===== config.mk =====
export PLATFORM = sky130hd
export DESIGN_NAME = mat4_stream_bridge
export DESIGN_NICKNAME = d
export VERILOG_FILES = /design/src/rtl/mat4_pkg.sv /design/src/rtl/mat4_elem_ctr.sv /design/src/rtl/mat4_stream_bridge.sv
export SDC_FILE = /design/constraint.sdc
export NUM_CORES = 1
export LEC_CHECK = 0
export ABC_CLOCK_PERIOD_IN_PS = 3000
export CORE_AREA = 2 2 314 316
export DETAILED_ROUTE_END_ITERATION = 7
export DIE_AREA = 0 0 316 318
export PLACE_DENSITY = 0.62
export SETUP_SLACK_MARGIN = 0.3
export SLEW_MARGIN = 20
export SYNTH_ARGS = -nofsm -noshare
export SYNTH_HDL_FRONTEND = slang
export SYNTH_SLANG_ARGS = --single-unit

===== constraint.sdc =====
create_clock -name clk -period 3 [get_ports clk]
set_clock_uncertainty 0.15 [all_clocks]
set_input_delay 0.45 -clock clk [delete_from_list [all_inputs] [get_ports clk]]
set_output_delay 0.45 -clock clk [all_outputs]
set_load 0.01 [all_outputs]

===== src/rtl/mat4_pkg.sv =====
// rtl/mat4_pkg.sv - shared constants, state encoding and index helper for mat4_stream_bridge
package mat4_pkg;

  localparam int N     = 4;
  localparam int NELEM = 16;

  typedef enum logic [1:0] {
    LOAD  = 2'd0,
    START = 2'd1,
    WAIT  = 2'd2,
    DRAIN = 2'd3
  } state_t;

  function automatic int elem_idx(input int row, input int col);
    return row * N + col;
  endfunction

endpackage


===== src/rtl/mat4_elem_ctr.sv =====
// rtl/mat4_elem_ctr.sv - 5-bit element slot counter with clear, enable and terminal-count wrap
module mat4_elem_ctr (
  input  logic       clk,
  input  logic       rst_n,
  input  logic       clr,
  input  logic       en,
  input  logic [4:0] tc_val,
  output logic [4:0] count,
  output logic       tc
);

  assign tc = (count == tc_val);

  // An enabled step at the terminal value wraps to zero for the next phase
  always_ff @(posedge clk or negedge rst_n) begin
    if (!rst_n) begin
      count <= '0;
    end else if (clr || (en && tc)) begin
      count <= '0;
    end else if (en) begin
      count <= count + 5'd1;
    end
  end

endmodule


===== src/rtl/mat4_stream_bridge.sv =====
// rtl/mat4_stream_bridge.sv - streams A/B into a 4x4 multiplier, starts it, drains C as a stream
module mat4_stream_bridge
  import mat4_pkg::*;
#(
  parameter int WIDTH   = 16,
  parameter int MUL_LAT = 3
) (
  input  logic                   clk,
  input  logic                   rst_n,
  input  logic                   s_valid,
  output logic                   s_ready,
  input  logic [WIDTH-1:0]       s_data,
  output logic                   mul_start,
  output logic [WIDTH*NELEM-1:0] mul_a,
  output logic [WIDTH*NELEM-1:0] mul_b,
  input  logic [WIDTH*NELEM-1:0] mul_c,
  input  logic                   mul_done,
  output logic                   m_valid,
  input  logic                   m_ready,
  output logic [WIDTH-1:0]       m_data,
  output logic                   m_last,
  output logic                   busy
);

  localparam int             LW       = (MUL_LAT < 1) ? 1 : $clog2(MUL_LAT + 1);
  localparam logic [LW-1:0]  LAT_MAX  = LW'(MUL_LAT);
  localparam logic [4:0]     LAST_IN  = 5'(2 * NELEM - 1);
  localparam logic [4:0]     LAST_OUT = 5'(elem_idx(N - 1, N - 1));

  state_t            state;
  logic [LW-1:0]     lat_cnt;
  logic [WIDTH-1:0]  a_mem [NELEM];
  logic [WIDTH-1:0]  b_mem [NELEM];
  logic [WIDTH-1:0]  c_mem [NELEM];
  logic [4:0]        cnt;
  logic              cnt_tc;
  logic              s_fire;
  logic              m_fire;
  logic              capture;

  assign s_ready   = (state == LOAD);
  assign busy      = (state != LOAD);
  assign mul_start = (state == START);
  assign m_valid   = (state == DRAIN);
  assign m_last    = m_valid && cnt_tc;
  assign m_data    = m_valid ? c_mem[cnt[3:0]] : '0;

  assign s_fire  = s_ready && s_valid;
  assign m_fire  = m_valid && m_ready;
  // Done is only trusted once the minimum latency has elapsed, so a sticky flag is harmless
  assign capture = (state == WAIT) && (lat_cnt == LAT_MAX) && mul_done;

  mat4_elem_ctr u_ctr (
    .clk    (clk),
    .rst_n  (rst_n),
    .clr    (capture),
    .en     (s_fire || m_fire),
    .tc_val ((state == DRAIN) ? LAST_OUT : LAST_IN),
    .count  (cnt),
    .tc     (cnt_tc)
  );

  always_ff @(posedge clk or negedge rst_n) begin
    if (!rst_n) begin
      state   <= LOAD;
      lat_cnt <= '0;
    end else begin
      case (state)
        LOAD:  if (s_fire && cnt_tc) state <= START;
        START: begin
          lat_cnt <= '0;
          state   <= WAIT;
        end
        WAIT: begin
          if (lat_cnt != LAT_MAX) lat_cnt <= lat_cnt + 1'b1;
          if (capture) state <= DRAIN;
        end
        DRAIN: if (m_fire && cnt_tc) state <= LOAD;
        default: state <= LOAD;
      endcase
    end
  end

  always_ff @(posedge clk or negedge rst_n) begin
    if (!rst_n) begin
      for (int k = 0; k < NELEM; k++) begin
        a_mem[k] <= '0;
        b_mem[k] <= '0;
      end
    end else if (s_fire) begin
      if (!cnt[4]) a_mem[cnt[3:0]] <= s_data;
      else         b_mem[cnt[3:0]] <= s_data;
    end
  end

  always_ff @(posedge clk or negedge rst_n) begin
    if (!rst_n) begin
      for (int k = 0; k < NELEM; k++) c_mem[k] <= '0;
    end else if (capture) begin
      for (int k = 0; k < NELEM; k++) c_mem[k] <= mul_c[k*WIDTH +: WIDTH];
    end
  end

  for (genvar k = 0; k < NELEM; k++) begin : g_flat
    assign mul_a[k*WIDTH +: WIDTH] = a_mem[k];
    assign mul_b[k*WIDTH +: WIDTH] = b_mem[k];
  end

endmodule


---- Yosys cells after proc, flatten, opt, wreduce, memory -nomap -nowiden ----
Cells that the tools add are included.
word-level totals
  flip-flop bits (word level) ............. 777
cells by class
  add/subtract/negate cells ............... 2
  $lt $le $gt $ge ......................... 2
  equality and inequality tests ........... 10
  mux-type cells .......................... 17
  bitwise gates (word level) .............. 2
  reduce and logical (&&, ||, !) cells .... 19
operator list
  cell                                                                     number
  256-bit bitwise mux                                                      2
  16-bit binary-select mux with 4-bit select                               1
  16-bit demux with 4-bit select                                           1
  16-bit two-way mux                                                       4
  5-bit two-way mux                                                        3
  1-bit logical AND                                                        9
  2-bit two-way mux                                                        4
  2-bit by 1-bit inequality test with 1-bit output, second input constant  4
  2-bit one-hot mux with 4 select lines                                    1
  2-bit equality test, second input constant                               3
  2-bit AND reduction                                                      3
  2-bit nonzero test                                                       3
  5-bit by 1-bit adder with 5-bit output, second input constant            1
  5-bit equality test                                                      1
  5-bit greater-or-equal comparator, second input constant                 1
  5-bit by 1-bit < comparator with 1-bit output, second input constant     1
  4-bit NOT with 5-bit output                                              1
  2-bit one-hot mux with 2 select lines                                    1
  3-bit AND reduction                                                      1
  2-bit by 1-bit adder with 2-bit output, second input constant            1
  2-bit by 1-bit equality test with 1-bit output, second input constant    1
  2-bit logical NOT                                                        1
  1-bit logical OR                                                         2
  2-bit inequality test, second input constant                             1
  1-bit NOT                                                                1

---- Longest topological paths before layout ----
  depth after elaboration ................. 6
  mapped depth ............................ 11
  gate-level depth less buffers ........... 6

---- Modules after synthesis ----
A second synthesis with hierarchy kept.
unflattened totals
  cell total of the unflattened synthesis .. 2500
  area, all modules ....................... 31985.7 µm²
modules (own cells, without submodules)
  module              times used  cells an instance  area each (µm²)  seq. area each (µm²)
  mat4_stream_bridge  1           2468               31675.4          19318.5
  mat4_elem_ctr       1           32                 310.3            125.1

---- Least setup slack after synthesis ----
OpenSTA, ideal clock, no wires.
  path type ............................... register to register
  start ................................... reg u_ctr.count[0]
  end ..................................... reg b_mem, in the netlist mul_b[10]
  setup time .............................. 0.125 ns
  arrival ................................. 2.505 ns
  required time ........................... 2.725 ns
  setup slack ............................. 0.220 ns
  cell stages (with the launch flop) ...... 12
  path buffers ............................ 6
  clock period less this slack ............ 2.780 ns
  path through ............................ dfrtp_1 buf_2 buf_2 buf_2 inv_1 ha_1 buf_2 nand4_1 nand2b_1 buf_2 buf_2 mux2_2
between the ends
  word-level cells in the longest chain between the ends .. 6
  elaborated cells between the ends (all ways) .. 7
  those cells by class .................... 2 x order compare; 3 x mux; 1 x bitwise; 1 x reduce/logical
RTL lines
  element                                                                                                                   line                      RTL
  start, declared                                                                                                           mat4_elem_ctr.sv:8        output logic [4:0] count,
  start signal, assigned                                                                                                    mat4_elem_ctr.sv:21       count <= count + 5'd1;
  4-bit NOT with 5-bit output (implied by the code) (*)                                                                     mat4_stream_bridge.sv:92  else b_mem[cnt[3:0]] <= s_data;
  5-bit greater-or-equal comparator (implied by the code) or 5-bit by 1-bit < comparator with 1-bit output (tied branches)  mat4_stream_bridge.sv:92
  1-bit logical AND (implied by the code)                                                                                   mat4_stream_bridge.sv:92
  16-bit two-way mux (implied by the code)                                                                                  mat4_stream_bridge.sv:92
  16-bit demux with 4-bit select (*)                                                                                        mat4_stream_bridge.sv:92
  256-bit bitwise mux (*)                                                                                                   mat4_stream_bridge.sv:92
  end signal, assigned by index                                                                                             mat4_stream_bridge.sv:92
  end, declared                                                                                                             mat4_stream_bridge.sv:33  logic [WIDTH-1:0] b_mem [NELEM];
Mark *: on every way between the ends. The rest lies on a longest branch, timed or not.
A chain may end at the register's enable or synchronous reset.

---- Worst setup path in the final report ----
  start ................................... reg u_ctr.count[0]
  end ..................................... out m_data[3]
between the ends
  word-level cells in the longest chain between the ends .. 5
RTL lines
  element                                                 line                      RTL
  4-bit NOT with 5-bit output (implied by the code)       mat4_stream_bridge.sv:46  assign m_data = m_valid ? c_mem[cnt[3:0]] : '0;
  16-bit binary-select mux with 4-bit select              mat4_stream_bridge.sv:46
  16-bit two-way mux (implied by the code) (2 in series)  mat4_stream_bridge.sv:46
  16-bit two-way mux                                      mat4_stream_bridge.sv:46
  end, declared                                           mat4_stream_bridge.sv:20  output logic [WIDTH-1:0] m_data,
No other way between the ends. The select of a mux whose other input is x is not followed.

==> impl_metrics.env <==
export IMPL_status="finished with violations"
export IMPL_violations="negative setup slack"
export IMPL_power_density_nw_per_um2=910
export IMPL_synthDistinctLibCells=42
export IMPL_fin_util_pct=46.8
export IMPL_p_comb_share_pct=36.1
export IMPL_io_buffers=809
export IMPL_seqPwrFrac_pct=37.5
export IMPL_ctsHtreeMaxLevel=3
export IMPL_end_kind="output port"
export IMPL_grtUsageTotal_pct=21.5
export IMPL_cp_top_family="buffers and inverters"
export IMPL_worst_pin_slew_ns=0.892
export IMPL_synthTopCellsByArea="dfrtp_1, mux2_2, nand2_1"
export IMPL_grt_pass1_vias=23300
export IMPL_intPower_mw=28.8
export IMPL_clockPowerShare_pct=26.4
export IMPL_grt_overflow=0
export IMPL_die_h_um=318
export IMPL_hpwl_um=79300
export IMPL_area_sequential_um2=19400
export IMPL_synth_compound_area_share_pct=1.74
export IMPL_setup_violations=16
export IMPL_slew_headroom_pct=40.5
export IMPL_synth_seq_cells=777
export IMPL_fillCellCount=8814
export IMPL_net_switching_power_mw=12.7
export IMPL_hold_violations=0
export IMPL_grt_pass1_wl_um=159000
export IMPL_worstHoldPathType="primary input to asynchronous set/reset pin"
export IMPL_cts_buffers=85
export IMPL_worstPathMaxFanout=5
export IMPL_dr_pass1_iters=6
export IMPL_die_w_um=316
export IMPL_vdd_drop_max_mv=0.475
export IMPL_rr_startpoint="u_ctr.count[0]"
export IMPL_fin_area_um2=45600
export IMPL_start_util_pct=32.3
export IMPL_drc=0
export IMPL_first_iter_violations=1430
export IMPL_cts_root_buffer="clkbuf_16"
export IMPL_antenna_found_initial=6
export IMPL_synth_cells=2501
export IMPL_viasPerCell=4.76
export IMPL_avgSynthCellArea_um2=12.6
export IMPL_fin_crit_sh_pct=106
export IMPL_syn_num_nets=2788
export IMPL_drt_total_wl_um=109000
export IMPL_cp_slowest_cell="dfrtp_4"
export IMPL_ys_seq_area_share_pct=61.7
export IMPL_wl_per_cell_um=23.0
export IMPL_fin_hold_ws_ns=0.181
export IMPL_final_nets=3664
export IMPL_muxShareOfSynthArea_pct=22.8
export IMPL_cts_tree="built"
export IMPL_place_area_um2=42100
export IMPL_crit_type="flop to output port"
export IMPL_synth_top_area_cell="dfrtp_1"
export IMPL_cts_buffer_depth=3
export IMPL_synth_most_common_cell="nand2_1"
export IMPL_timing_fmax_mhz=315
export IMPL_finalWorstSetupSlack_ns=-0.177
export IMPL_clkLatencyLatePin_ns=0.63
export IMPL_finalMaxSlewViolations=0
export IMPL_synth_edf_count=0
export IMPL_clk_pin_slew_worst_paths_ns=0.06
export IMPL_worst_setup_path_start_kind="flop"
export IMPL_clock_sinks=777
export IMPL_synth_simple_area_share_pct=10.8
export IMPL_synth_xor_area_share_pct=0.0834
export IMPL_synth_common_cells="nand2_1, dfrtp_1, mux2_2, clkbuf_1, buf_2"
export IMPL_cpPeakStageDelay_ns=0.54
export IMPL_synthFlopType="dfrtp_1"
export IMPL_path_common_cell="buf_6"
export IMPL_grt_setup_unrepaired="true"
export IMPL_switching_share_pct=30.6
export IMPL_ys_async_sr_fraction_pct=100
export IMPL_syn_to_final_growth_pct=44.8
export IMPL_detail_route_antenna_nets=0
export IMPL_dieArea_um2=100000
export IMPL_power_total_mw=41.5
export IMPL_crit_chain="buf_4 -> buf_6 -> buf_6 -> mux4_2 -> a22oi_2 -> buf_4 -> o21ai_4 -> buf_6"
export IMPL_core_area_um2=97400
export IMPL_synth_top_family_by_area="multiplexers"
export IMPL_ys_warn_count=0
export IMPL_maxCapViolations=0
export IMPL_p_leak_nw=21.7
export IMPL_cp_required_ns=2.40
export IMPL_rows=115
export IMPL_cp_startpoint="u_ctr.count[0]"
export IMPL_synth_fa_ha_area_share_pct=0.397
export IMPL_gp_congestion=0.883
export IMPL_cp_buffers_inverters=5
export IMPL_min_period_ns=3.18
export IMPL_drive_gt1_share_pct=28.1
export IMPL_vias=22500
export IMPL_netlist_area_um2=31500
export IMPL_arrival_ns=2.58
export IMPL_multi_input_area_um2=11600
export IMPL_io_pins=810
export IMPL_netlist_area_leader_share_pct=61.7
export IMPL_grt_max_degree=93
==> repair_timing <==
action                                  4_1_cts  5_1_grt
endpoints found under the setup margin       21       24
cloned                                        2        1
pin swaps                                    26       24
hold endpoints to repair                     60        0
resized for setup                           154       35
setup buffers                                12        1
hold buffers                                  1        0
==> registers in the layout, indices dropped and copies added, names as in the netlist <==
register,flops
state,2
mul_a,256
lat_cnt,2
u_ctr.count,5
c_mem,256
mul_b,256
==> worst reg2reg max path, stage by stage (launching register included) <==
cell	delay, ns
dfrtp_4	0.54
buf_12	0.16
buf_16	0.15
buf_8	0.13
inv_1	0.12
ha_4	0.16
nand4_1	0.11
buf_4	0.19
nor2_4	0.21
clkbuf_16	0.22
mux2_2	0.34
==> worst paths after layout <==
kind                            slack (ns)          to  depth (start not counted)
worst max-delay path                 -0.18   m_data[3]                          8
worst min-delay path                  0.18  c_mem[149]                          2
worst max register to register        0.42  mul_b[141]                         10
worst min register to register        0.32   c_mem[66]                          2
max in group asynchronous             1.48   mul_a[43]                          4
min in group clk                      0.18   c_mem[59]                          3
==> cell usage in the layout, fill, tap and decap left out, drive strengths merged, types with 3 or more instances in the layout <==
cell type / n
clkinv: 8
nand3: 9
ha: 10
o21ai: 18
a21oi: 3
mux2i: 32
clkinvlp: 3
and3: 3
clkdlybuf4s50: 781
nor2: 24
nand2b: 7
clkbuf: 134
mux4: 32
a22o: 3
o221ai: 15
nand2: 796
bufinv: 8
dlygate4sd2: 3
a22oi: 32
dfrtp: 777
buf: 174
mux2: 546
inv: 9
==> metrics by stage <==
step / setup TNS (ns) / setup WS, ns / std cells
finish: -1.72 / -0.177 / 4733
global route: -3.14 / -0.263 / 4732
CTS: -2.49 / -0.220 / 4730
detailed placement: -0.149 / -0.149 / 4560
global placement: -0.173 / -0.173 / 4560
floorplan: 0 / 0.356 / 2501
==> logic make-up after synthesis <==
logic type,count (synthesis)
compound gates,77
flops,777
fa+ha+maj,10
buf+inv,178
simple gates,846
mux,610
xor+xnor,3
==> power by group through the flow <==
stage	Clock, mW	Sequential (mW)	Combinational, mW
floorplan	0	16.4	5.14
global placement	0	15.7	14.1
detailed placement	0	15.7	14.4
CTS	11.2	15.6	15.0
global route	11.6	16.0	16.0
finish	10.9	15.6	15.0
==> layout make-up <==
type,count,area share (%)
Antenna cell,1,0.00548
Clock buffer,133,5.66
Clock inverter,22,0.779
Inverter,6,0.0494
Multi-Input combinational cell,1546,25.5
Sequential cell,777,42.6
Tap cell,1287,3.53
Timing Repair Buffer,961,21.9
==> metal layers <==
| layer | part of all wire, % | vias to the layer above | global-route usage, % |
|---|---|---|---|
| met4 | 3.5 | 2 | 7.88 |
| met3 | 6.2 | 159 | 4.28 |
| met1 | 41 | 11400 | 26.8 |
| met2 | 49 | 785 | 36.6 |
| li1 | - | 10200 | - |
| met5 | 0.010 | - | 0 |
(Power assumes the default switching activity.)
